## src/rtl/adsr_envelope_gen.sv

```systemverilog
// ADSR envelope generator: prescaled tick, 8-bit saturating level.
// Optional ADSR_EXP_RELEASE_EN selects an exponential-like release tail.
module adsr_envelope_gen #(
    parameter int TICK_DIV = 25000
) (
    input  logic       clk,
    input  logic       reset,
    input  logic       gate,
    input  logic [7:0] attack_step,
    input  logic [7:0] decay_step,
    input  logic [7:0] sustain_level,
    input  logic [7:0] release_step,
    output logic [7:0] env_level,
    output logic [2:0] env_state,
    output logic       env_busy,
    output logic       env_done
);

    typedef enum logic [2:0] {
        IDLE    = 3'd0,
        ATTACK  = 3'd1,
        DECAY   = 3'd2,
        SUSTAIN = 3'd3,
        RELEASE = 3'd4
    } state_t;

    localparam logic [15:0] TICK_LAST = 16'(TICK_DIV - 1);

    state_t      state;
    state_t      nxt_state;
    logic [7:0]  nxt_level;
    logic        nxt_done;
    logic [15:0] pre_cnt;
    logic        tick;
    logic        gate_s;
    logic        gate_d;
    logic        rise;
    logic [8:0]  att_sum;
    logic [8:0]  dec_floor;
    logic [8:0]  rel_dec;
    logic        rel_inst;

    assign tick      = (pre_cnt == TICK_LAST);
    assign rise      = gate_s & ~gate_d;
    assign env_state = state;

    always_ff @(posedge clk or posedge reset) begin
        if (reset) begin
            pre_cnt <= '0;
        end else if (tick) begin
            pre_cnt <= '0;
        end else begin
            pre_cnt <= pre_cnt + 16'd1;
        end
    end

    // gate is sampled once before edge detection, giving 2-clk response
    always_ff @(posedge clk or posedge reset) begin
        if (reset) begin
            gate_s <= 1'b0;
            gate_d <= 1'b0;
        end else begin
            gate_s <= gate;
            gate_d <= gate_s;
        end
    end

    always_comb begin
        nxt_state = state;
        nxt_level = env_level;
        nxt_done  = 1'b0;
        att_sum   = {1'b0, env_level} + {1'b0, attack_step};
        dec_floor = {1'b0, sustain_level} + {1'b0, decay_step};
`ifdef ADSR_EXP_RELEASE_EN
        rel_dec   = {4'b0, env_level[7:3]} + {1'b0, release_step};
        if (rel_dec == 9'd0) begin
            rel_dec = 9'd1;
        end
        rel_inst  = 1'b0;
`else
        rel_dec   = {1'b0, release_step};
        rel_inst  = (release_step == 8'd0);
`endif
        if (rise) begin
            nxt_state = ATTACK;
        end else if (!gate_s && (state == ATTACK || state == DECAY
                                 || state == SUSTAIN)) begin
            nxt_state = RELEASE;
        end else begin
            case (state)
                IDLE: begin
                    nxt_level = 8'd0;
                end
                ATTACK: begin
                    if (tick) begin
                        if (attack_step == 8'd0 || att_sum >= 9'd255) begin
                            nxt_level = 8'd255;
                            nxt_state = DECAY;
                        end else begin
                            nxt_level = att_sum[7:0];
                        end
                    end
                end
                DECAY: begin
                    // level - step <= sustain, rewritten to avoid underflow
                    if (tick) begin
                        if (decay_step == 8'd0
                            || {1'b0, env_level} <= dec_floor) begin
                            nxt_level = sustain_level;
                            nxt_state = SUSTAIN;
                        end else begin
                            nxt_level = env_level - decay_step;
                        end
                    end
                end
                SUSTAIN: begin
                    nxt_level = sustain_level;
                end
                RELEASE: begin
                    if (tick) begin
                        if (rel_inst || {1'b0, env_level} <= rel_dec) begin
                            nxt_level = 8'd0;
                            nxt_state = IDLE;
                            nxt_done  = 1'b1;
                        end else begin
                            nxt_level = env_level - rel_dec[7:0];
                        end
                    end
                end
                default: begin
                    nxt_level = 8'd0;
                    nxt_state = IDLE;
                end
            endcase
        end
    end

    always_ff @(posedge clk or posedge reset) begin
        if (reset) begin
            state     <= IDLE;
            env_level <= 8'd0;
            env_busy  <= 1'b0;
            env_done  <= 1'b0;
        end else begin
            state     <= nxt_state;
            env_level <= nxt_level;
            env_busy  <= (nxt_state != IDLE);
            env_done  <= nxt_done;
        end
    end

endmodule

```

## config.mk

```make
export PLATFORM = sky130hd
export DESIGN_NAME = adsr_envelope_gen
export DESIGN_NICKNAME = d
export VERILOG_FILES = /design/src/rtl/adsr_envelope_gen.sv
export SDC_FILE = /design/constraint.sdc
export NUM_CORES = 1
export LEC_CHECK = 0
export CORE_ASPECT_RATIO = 1.25
export CORE_UTILIZATION = 55
export DETAILED_ROUTE_END_ITERATION = 10
export DONT_BUFFER_PORTS = 1
export GPL_TIMING_DRIVEN = 0
export PLACE_DENSITY = 0.7
export REMOVE_ABC_BUFFERS = 1
export SETUP_SLACK_MARGIN = 0.1
export SLEW_MARGIN = 25
export SYNTH_ARGS = -nofsm -noshare
export SYNTH_HDL_FRONTEND = slang
export SYNTH_SLANG_ARGS = --single-unit
export TNS_END_PERCENT = 1
```

## constraint.sdc

```tcl
create_clock -name clk -period 2.9 [get_ports clk]
set_clock_uncertainty 0.15 [all_clocks]
set_input_delay 0.58 -clock clk [delete_from_list [all_inputs] [get_ports clk]]
set_output_delay 0.58 -clock clk [all_outputs]
set_load 0.01 [all_outputs]
```

# After elaboration in Yosys (flattened, before gate mapping)
# Cells that the tools add are included.
# Widths: inputs -> output; s select.
# totals
ff_bits	31
inputBits	35
# op_classes
n_mux	22
n_bitwise	4
addsub	5
n_reduce_logical	14
order_cmp	3
eq_ne	8
# op_table
cell	n
$mux 8	6
$pmux 8 s4	1
$logic_not 8->1	3
$mux 3	8
$add 8x8->9	2
$add 16x1->16 const B	1
$eq 16x15->1 const B	1
$mux 16	1
$sub 8x8->8	2
$pmux 3 s4	1
$ge 9x8->1 const B	1
$le 8x9->1	1
$le 8x8->1	1
$eq 3x2->1 const B	2
$ne 2x2->1 const B	3
$logic_or 1x1->1	5
$mux 1	5
$reduce_and 5->1	1
$eq 3x1->1 const B	1
$eq 3x3->1 const B	1
$logic_not 3->1	1
$not 1->1	3
$reduce_bool 3->1	1
$reduce_or 2->1	1
other kinds (3)	3

# Depth between registers and ports, before layout
# Gate-level depths: netlist of the first run.
# logic_depth
ltp_word	9
ltp_mapped	16

# Worst setup path before layout of the first run
# OpenSTA, ideal clock, no wires.
# synth_path
kind	input to register
from	input port decay_step[0]
to	register env_level[2]
arrival_ns	3.564
setup_ns	0.131
path_stages	15
required_ns	2.619
n_path_buf	0
setup_slack_ns	-0.946
cell_sequence	ha_1 > fa_1 > a21o_1 > a21oi_1 > nor2b_1 > o21ai_0 > nand2b_1 > xnor2_1 > ha_1 > a21o_1 > a221oi_1 > a211o_1 > mux2_1 > a221oi_1 > o21ai_1
# synth_between
elab_chain_cells	6
elab_cells_between_ends	8
cone_classes	add/sub (2); order compare (1); mux (3); reduce/logical (2)
# synth_lines
element	line	source
start: declaration	10	input logic [7:0] decay_step,
$add 8x8->9	73	dec_floor = {1'b0, sustain_level} + {1'b0, decay_step};
$le 8x9->1	108	|| {1'b0, env_level} <= dec_floor) begin
$logic_or 1x1->1	108	
$mux 8 (*)	107	if (decay_step == 8'd0
$mux 8 (*)	106	if (tick) begin
$pmux 8 s4 (*)	90	case (state)
end signal: assignment	146	env_level <= nxt_level;
end: declaration	13	output logic [7:0] env_level,
# Every way passes the cells marked *; elsewhere a longest branch is shown, timed or not. The select of a mux whose other input is x is not followed.
# A chain may end at the register's enable or synchronous reset.

# Final worst setup path of the first run
# layout_path
from	input port sustain_level[0]
to	register env_level[5]
# layout_between
elab_chain_cells	6
# layout_lines
element	line	source
start: declaration	11	input logic [7:0] sustain_level,
$add 8x8->9	73	
$le 8x9->1	108	
$logic_or 1x1->1	108	
$mux 8	107	
$mux 8	106	
$pmux 8 s4	90	
# Every way passes these cells. The select of a mux whose other input is x is not followed.

==> out/results.ini, run 1 <==
[setup_path]
slowest_delay_ps=340
critPathRequiredTime_ps=2880
cp_max_fo=5
rr_startpoint=env_level[1]$_DFFE_PP0P_
crit_family=compound AO/OA/AOI/OAI gates
worstSetupPathType=input pin to flip-flop
worstSetupStartpoint=sustain_level[0]
end_kind=flip-flop
critPathBufInv=0
worst-r2r-setup-slack_ps=-200
startpoint_type=input pin
worstPathArrival_ps=3510
crit_path_top_delay_cell=fa_2
path_cells=ha_4 > fa_2 > a21o_1 > a21oi_2 > nor2b_2 > o21ai_1 > nand2b_1 > xnor2_1 > ha_1 > a21o_1 > a221oi_2 > a211o_2 > and2b_2 > a221oi_2 > o221ai_2

[routing]
postRouteAntennaNets=0
wl_um=8040
drt-pass1-iter-count=7
drtIter0Drc=76
route.detailed.drc=2
vias=2819
viasPerCell=6.28
wl_per_cell_um=17.9

[grt]
grt_start_max_net_pins=32
grt_usage_pct=27.5
antenna_found_initial=0
gr-total-overflow=0
grt_pass1_wl_um=13300
grt_pass1_vias=3028

[synth]
yosysTopAreaCell=dfrtp_1
async_flop_share_pct=100
ys_ff_latch=31
synth-main-ff-cell=dfrtp_1
synth_area_sq_um=3240
synth_seq_area_share_pct=23.9
synth.avg_cell_area_sq_um=8.58
synthDistinctLibCells=60
synth-edff-count=0
yosysWarnings=0
synth_top_area_share_pct=23.9
syn_inst=378
yosys-top-cells-area=dfrtp_1, ha_1, xnor2_1

[clock_tree]
cts_buffers=5
cts_max_level=2
cts_tree=yes
clkLatencyLatePin_ps=280
cts_hold_buf=0
cts_sinks=31
cts_max_path_buffers=2
cts_root_buffer=clkbuf_8
clkTransAtPathRegs_ps=70

[floorplan]
die_w_um=70.7
die-area_sq_um=6210
row_count=30
start_util_pct=58.4
io_pins=48
die_height_um=87.9
core_sq_um=5560

[pwr]
net-switching-power_mw=0.559
p_int_mw=0.990
leakage_nw=1.68
p_clk_share_pct=28.8
combPwrFrac_pct=38.3
vdd_drop_max_mv=0.249
p_per_area_nw_per_um2=439
seqPwrFrac_pct=32.9
total_power_mw=1.55
sw_frac_of_total_pct=36.1

[placement]
hpwl_um=6320
post_dp_cell_area_sq_um=3280
numPortBuffers=0
gp_congestion=0.854

[job]
cap_violations=0

[status]
violations=DRC, setup timing
status=finished, violations left

[timing]
worst_pin_slew_ps=755
period_share_pct=122
rsz0062_at_grt=true
final.setup.worst_slack_ps=-631
holdWs_ps=102
min_period_ps=3530
finalHoldViolCount=0
setup_violations=10
slew_viol_final=0
slew_headroom_pct=49.2
max_freq_mhz=283

[worst_hold_path]
holdCritPathClass=input pin to async pin

[layout]
area_growth_pct=8.72
post-route-cell-area_sq_um=3530
fin_nets=463
layout_commonest_cell=ha_1
num_antenna_cells=0
layout_common_cells=ha_1, inv_1, dfrtp_1
drive_gt1_share_pct=12.5

==> final cells by class <==
| type | count | area (sq um) |
|---|---|---|
| Timing Repair Buffer | 4 | 30.0 |
| Fill cell | 494 | 2030 |
| Inverter | 36 | 135 |
| Multi-Input combinational cell | 306 | 2390 |
| Clock buffer | 6 | 82.6 |
| Sequential cell | 31 | 776 |
| Clock inverter | 2 | 35.0 |
| Tap cell | 64 | 80.1 |
==> layer usage <==
metal | global-route usage [%] | up-vias | share of wire (%)
met1 | 29.3 | 1342 | 41
met3 | 5.41 | 20 | 4.1
met4 | 14.2 | 0 | 3.4
met5 | 0 | - | 0
li1 | - | 1395 | -
met2 | 51.6 | 62 | 51
==> synthesized netlist by cell type, types with 6 or more instances <==
| cell | count |
|---|---|
| a221oi_1 | 8 |
| o21ai_0 | 11 |
| a21o_1 | 9 |
| inv_1 | 36 |
| ha_1 | 40 |
| nor4_1 | 9 |
| nand3_1 | 8 |
| xnor2_1 | 17 |
| dfrtp_1 | 31 |
| xor2_1 | 16 |
| a21oi_1 | 29 |
| nor2_1 | 29 |
| nor3_1 | 8 |
| nand2_1 | 29 |
| nor2b_1 | 6 |
==> state kept, by name, summed over array words and instances, names as in the netlist <==
name and flops:
pre_cnt 16, env_state 3, gate_s 1, env_busy 1, env_level 8, env_done 1
gate_d 1
==> power by group through the flow <==
stage	logic, mW	clock network (mW)	registers [mW]
after global routing	0.665	0.470	0.512
after CTS	0.572	0.451	0.508
after floorplan	0.439	0	0.496
after detailed placement	0.541	0	0.517
after global placement	0.531	0	0.517
final	0.593	0.445	0.510
==> path summary, 6_finish.rpt <==
path,endpoint,cells after the start
setup / recovery,env_level[5]$_DFFE_PP0P_,15
hold / removal,env_state[1]$_DFF_PP0_,1
setup reg to reg,env_busy$_DFF_PP0_,9
hold reg to reg,pre_cnt[0]$_DFF_PP0_,1
max in group asynchronous,env_level[5]$_DFFE_PP0P_,1
min in group clk,gate_s$_DFF_PP0_,0
==> kinds of logic (layout without fill, tap and decap cells) <==
group | Yosys count | count (layout) | share of synthesized area (%)
and+or+nand+nor | 123 | 123 | 20.4
AOI/OAI and AO/OA | 102 | 102 | 22.0
adders and majority gates | 44 | 44 | 17.9
buffers and inverters | 41 | 48 | 5.63
xor gates and xnor gates | 33 | 33 | 8.91
DFF | 31 | 31 | 23.9
muxes | 4 | 4 | 1.27
==> metrics by stage <==
stage                     util [%]  std cells  worst slack, ps  setup TNS [ps]
after floorplan                  -        373             -946           -7960
after global placement        59.0        437            -1300          -11140
after detailed placement      59.0        437            -1310          -11270
after CTS                     62.7        449             -631           -5080
after global routing          63.5        449             -737           -6600
final                         63.5        449             -631           -5290
==> repair_timing <==
item                                    CTS  global route
buffers inserted                          4             0
pin swaps                                16            13
resized for setup                        14            10
endpoints found under the setup margin   12            12
(Power assumes the default switching activity.)
==> inputs of run 2 (changes only) <==
CORE_MARGIN = 8   (was not set)
==> out/results.ini, run 2 (synthesis gave the netlist of run 1 again) <==
[layout]
max_flop_register=pre_cnt
area_growth_pct=10.1
fin_nets=467  ; +0.86%
largest_register_ffs=16  ; unchanged
fin_util_pct=62.2  ; -1.2 points
layout_commonest_cell=ha_1
drive_gt1_share_pct=13.4  ; +0.90 points
layout_common_cells=ha_1, inv_1, dfrtp_1
num_antenna_cells=0  ; unchanged

[setup_path]
worstPathArrival_ps=3570  ; +60 ps
reg2reg_depth=10  ; +1
cp_max_fo=3  ; -2
end_kind=flip-flop
rr_startpoint=env_level[0]$_DFFE_PP0P_
worstSetupStartpoint=decay_step[0]
critPathRequiredTime_ps=2910  ; +30 ps
worstSetupPathType=input pin to flip-flop
crit_path_top_delay_cell=fa_2
slowest_delay_ps=340  ; about the same
path_cells=ha_4 > fa_2 > a21o_1 > a21oi_2 > nor2b_2 > o21ai_1 > nand2b_1 > xnor2_1 > ha_1 > nand3_2 > nor2_2 > a221oi_2 > a211o_2 > buf_12 > mux2_4 > a221oi_2 > o21ai_1
startpoint_type=input pin

[routing]
drt-pass1-iter-count=4  ; -3
wl_um=8360  ; +4.0%
drtIter0Drc=111  ; +46%
wl_per_cell_um=18.4  ; +2.6%
viasPerCell=6.25  ; -0.37%
vias=2846  ; +0.96%
postRouteAntennaNets=0  ; unchanged
route.detailed.drc=0  ; -2

[clock_tree]
cts_max_path_buffers=2  ; unchanged
cts_sinks=31  ; unchanged
cts_max_level=2  ; unchanged
cts_root_buffer=clkbuf_8
cts_tree=yes
cts_buffers=5  ; unchanged
clkLatencyLatePin_ps=280  ; about the same
clkTransAtPathRegs_ps=70  ; about the same

[placement]
numPortBuffers=0  ; unchanged
gp_congestion=0.932  ; +9.2%
hpwl_um=6610  ; +4.6%

[timing]
slew_headroom_pct=50.2  ; +0.93 points
period_share_pct=123  ; +1.1 points
finalHoldViolCount=0  ; unchanged
min_period_ps=3560  ; +30.8 ps
final.setup.worst_slack_ps=-661  ; -30.8 ps
rsz0062_at_grt=true
slew_viol_final=0  ; unchanged
max_freq_mhz=281  ; -0.87%
worst_pin_slew_ps=747  ; -8.10 ps
holdWs_ps=110  ; +8.94 ps
setup_violations=10  ; unchanged

[grt]
antenna_found_initial=0  ; unchanged
grt_start_max_net_pins=32  ; unchanged
grt_usage_pct=19.8  ; -7.7 points
gr-total-overflow=0  ; unchanged
grt_pass1_wl_um=13800  ; +3.7%
grt_pass1_vias=2999  ; -0.96%

[status]
violations=setup timing
status=finished, violations left

[floorplan]
start_util_pct=56.5  ; -1.9 points
row_count=31  ; +3.3%
core_sq_um=5740  ; +3.3%
die-area_sq_um=8630  ; +39%
io_pins=48  ; unchanged
die_w_um=84.7  ; +20%
die_height_um=102  ; +16%

[worst_hold_path]
holdCritPathClass=input pin to async pin

[pwr]
total_power_mw=1.56  ; +0.60%
leakage_nw=1.71  ; +1.6%
p_per_area_nw_per_um2=436  ; -0.71%
vdd_drop_max_mv=0.233  ; -6.5%

[job]
cap_violations=0  ; unchanged

==> run 2: changes by cell type in the layout (fill, tap and decap cells not counted), sizes merged <==
cell | previous run | this run
buf | 4 | 8
==> run 2: final cells by class <==
class	instances	area, sq um
fill	522	2170
multi-input combinational	306	2390
clock inverter	2	35.0
timing repair buffer	8	72.6
inverter	36	135
tap	66	82.6
clock buffer	6	82.6
sequential	31	777
==> run 2: per-stage QoR <==
| stage | setup TNS [ps] | cell area, sq um | setup WS, ps | cells |
|---|---|---|---|---|
| after detailed placement | -11430 | 3280 | -1320 | 439 |
| after CTS | -5240 | 3510 | -581 | 452 |
| after global placement | -11220 | 3280 | -1280 | 439 |
| after global routing | -6780 | 3570 | -780 | 455 |
| after floorplan | -7960 | 3200 | -946 | 373 |
| final | -5250 | 3570 | -661 | 455 |
==> run 2: metal layers <==
metal | up-vias | routed length, um | GRT usage [%]
li1 | 1399 | - | -
met5 | - | 0 | 0
met2 | 70 | 4400 | 37.5
met3 | 20 | 362 | 3.06
met4 | 0 | 324 | 11.5
met1 | 1357 | 3280 | 20.3
==> run 2: timing repair <==
item                                    4_1_cts  5_1_grt
endpoints found under the setup margin       11       12
resized for setup                            18        7
hold buffers                                  0        0
setup buffers                                 5        3
gates cloned                                  0        0
pin swaps                                    19       15
==> run 2: path summary, 6_finish.rpt <==
check | slack [ps] | end
max | -660 | env_level[2]$_DFFE_PP0P_
min | 110 | pre_cnt[2]$_DFF_PP0_
max reg2reg | -300 | env_busy$_DFF_PP0_
min reg2reg | 310 | pre_cnt[0]$_DFF_PP0_
max in group asynchronous | 2030 | env_level[1]$_DFFE_PP0P_
min in group clk | 170 | gate_s$_DFF_PP0_
==> run 2: critical path: cells and delay by family <==
kind,cells,cell delay [ps]
AOI/OAI and AO/OA,7,1240
xor gates and xnor gates,1,130
adders and majority gates,3,800
buffers and inverters,1,140
muxes,1,290
and+or+nand+nor,4,380
==> run 2: power by group <==
group / total, mW / internal (mW) / switching [mW]
clock network: 0.442 / 0.278 / 0.164
registers: 0.509 / 0.452 / 0.0571
logic: 0.607 / 0.270 / 0.337
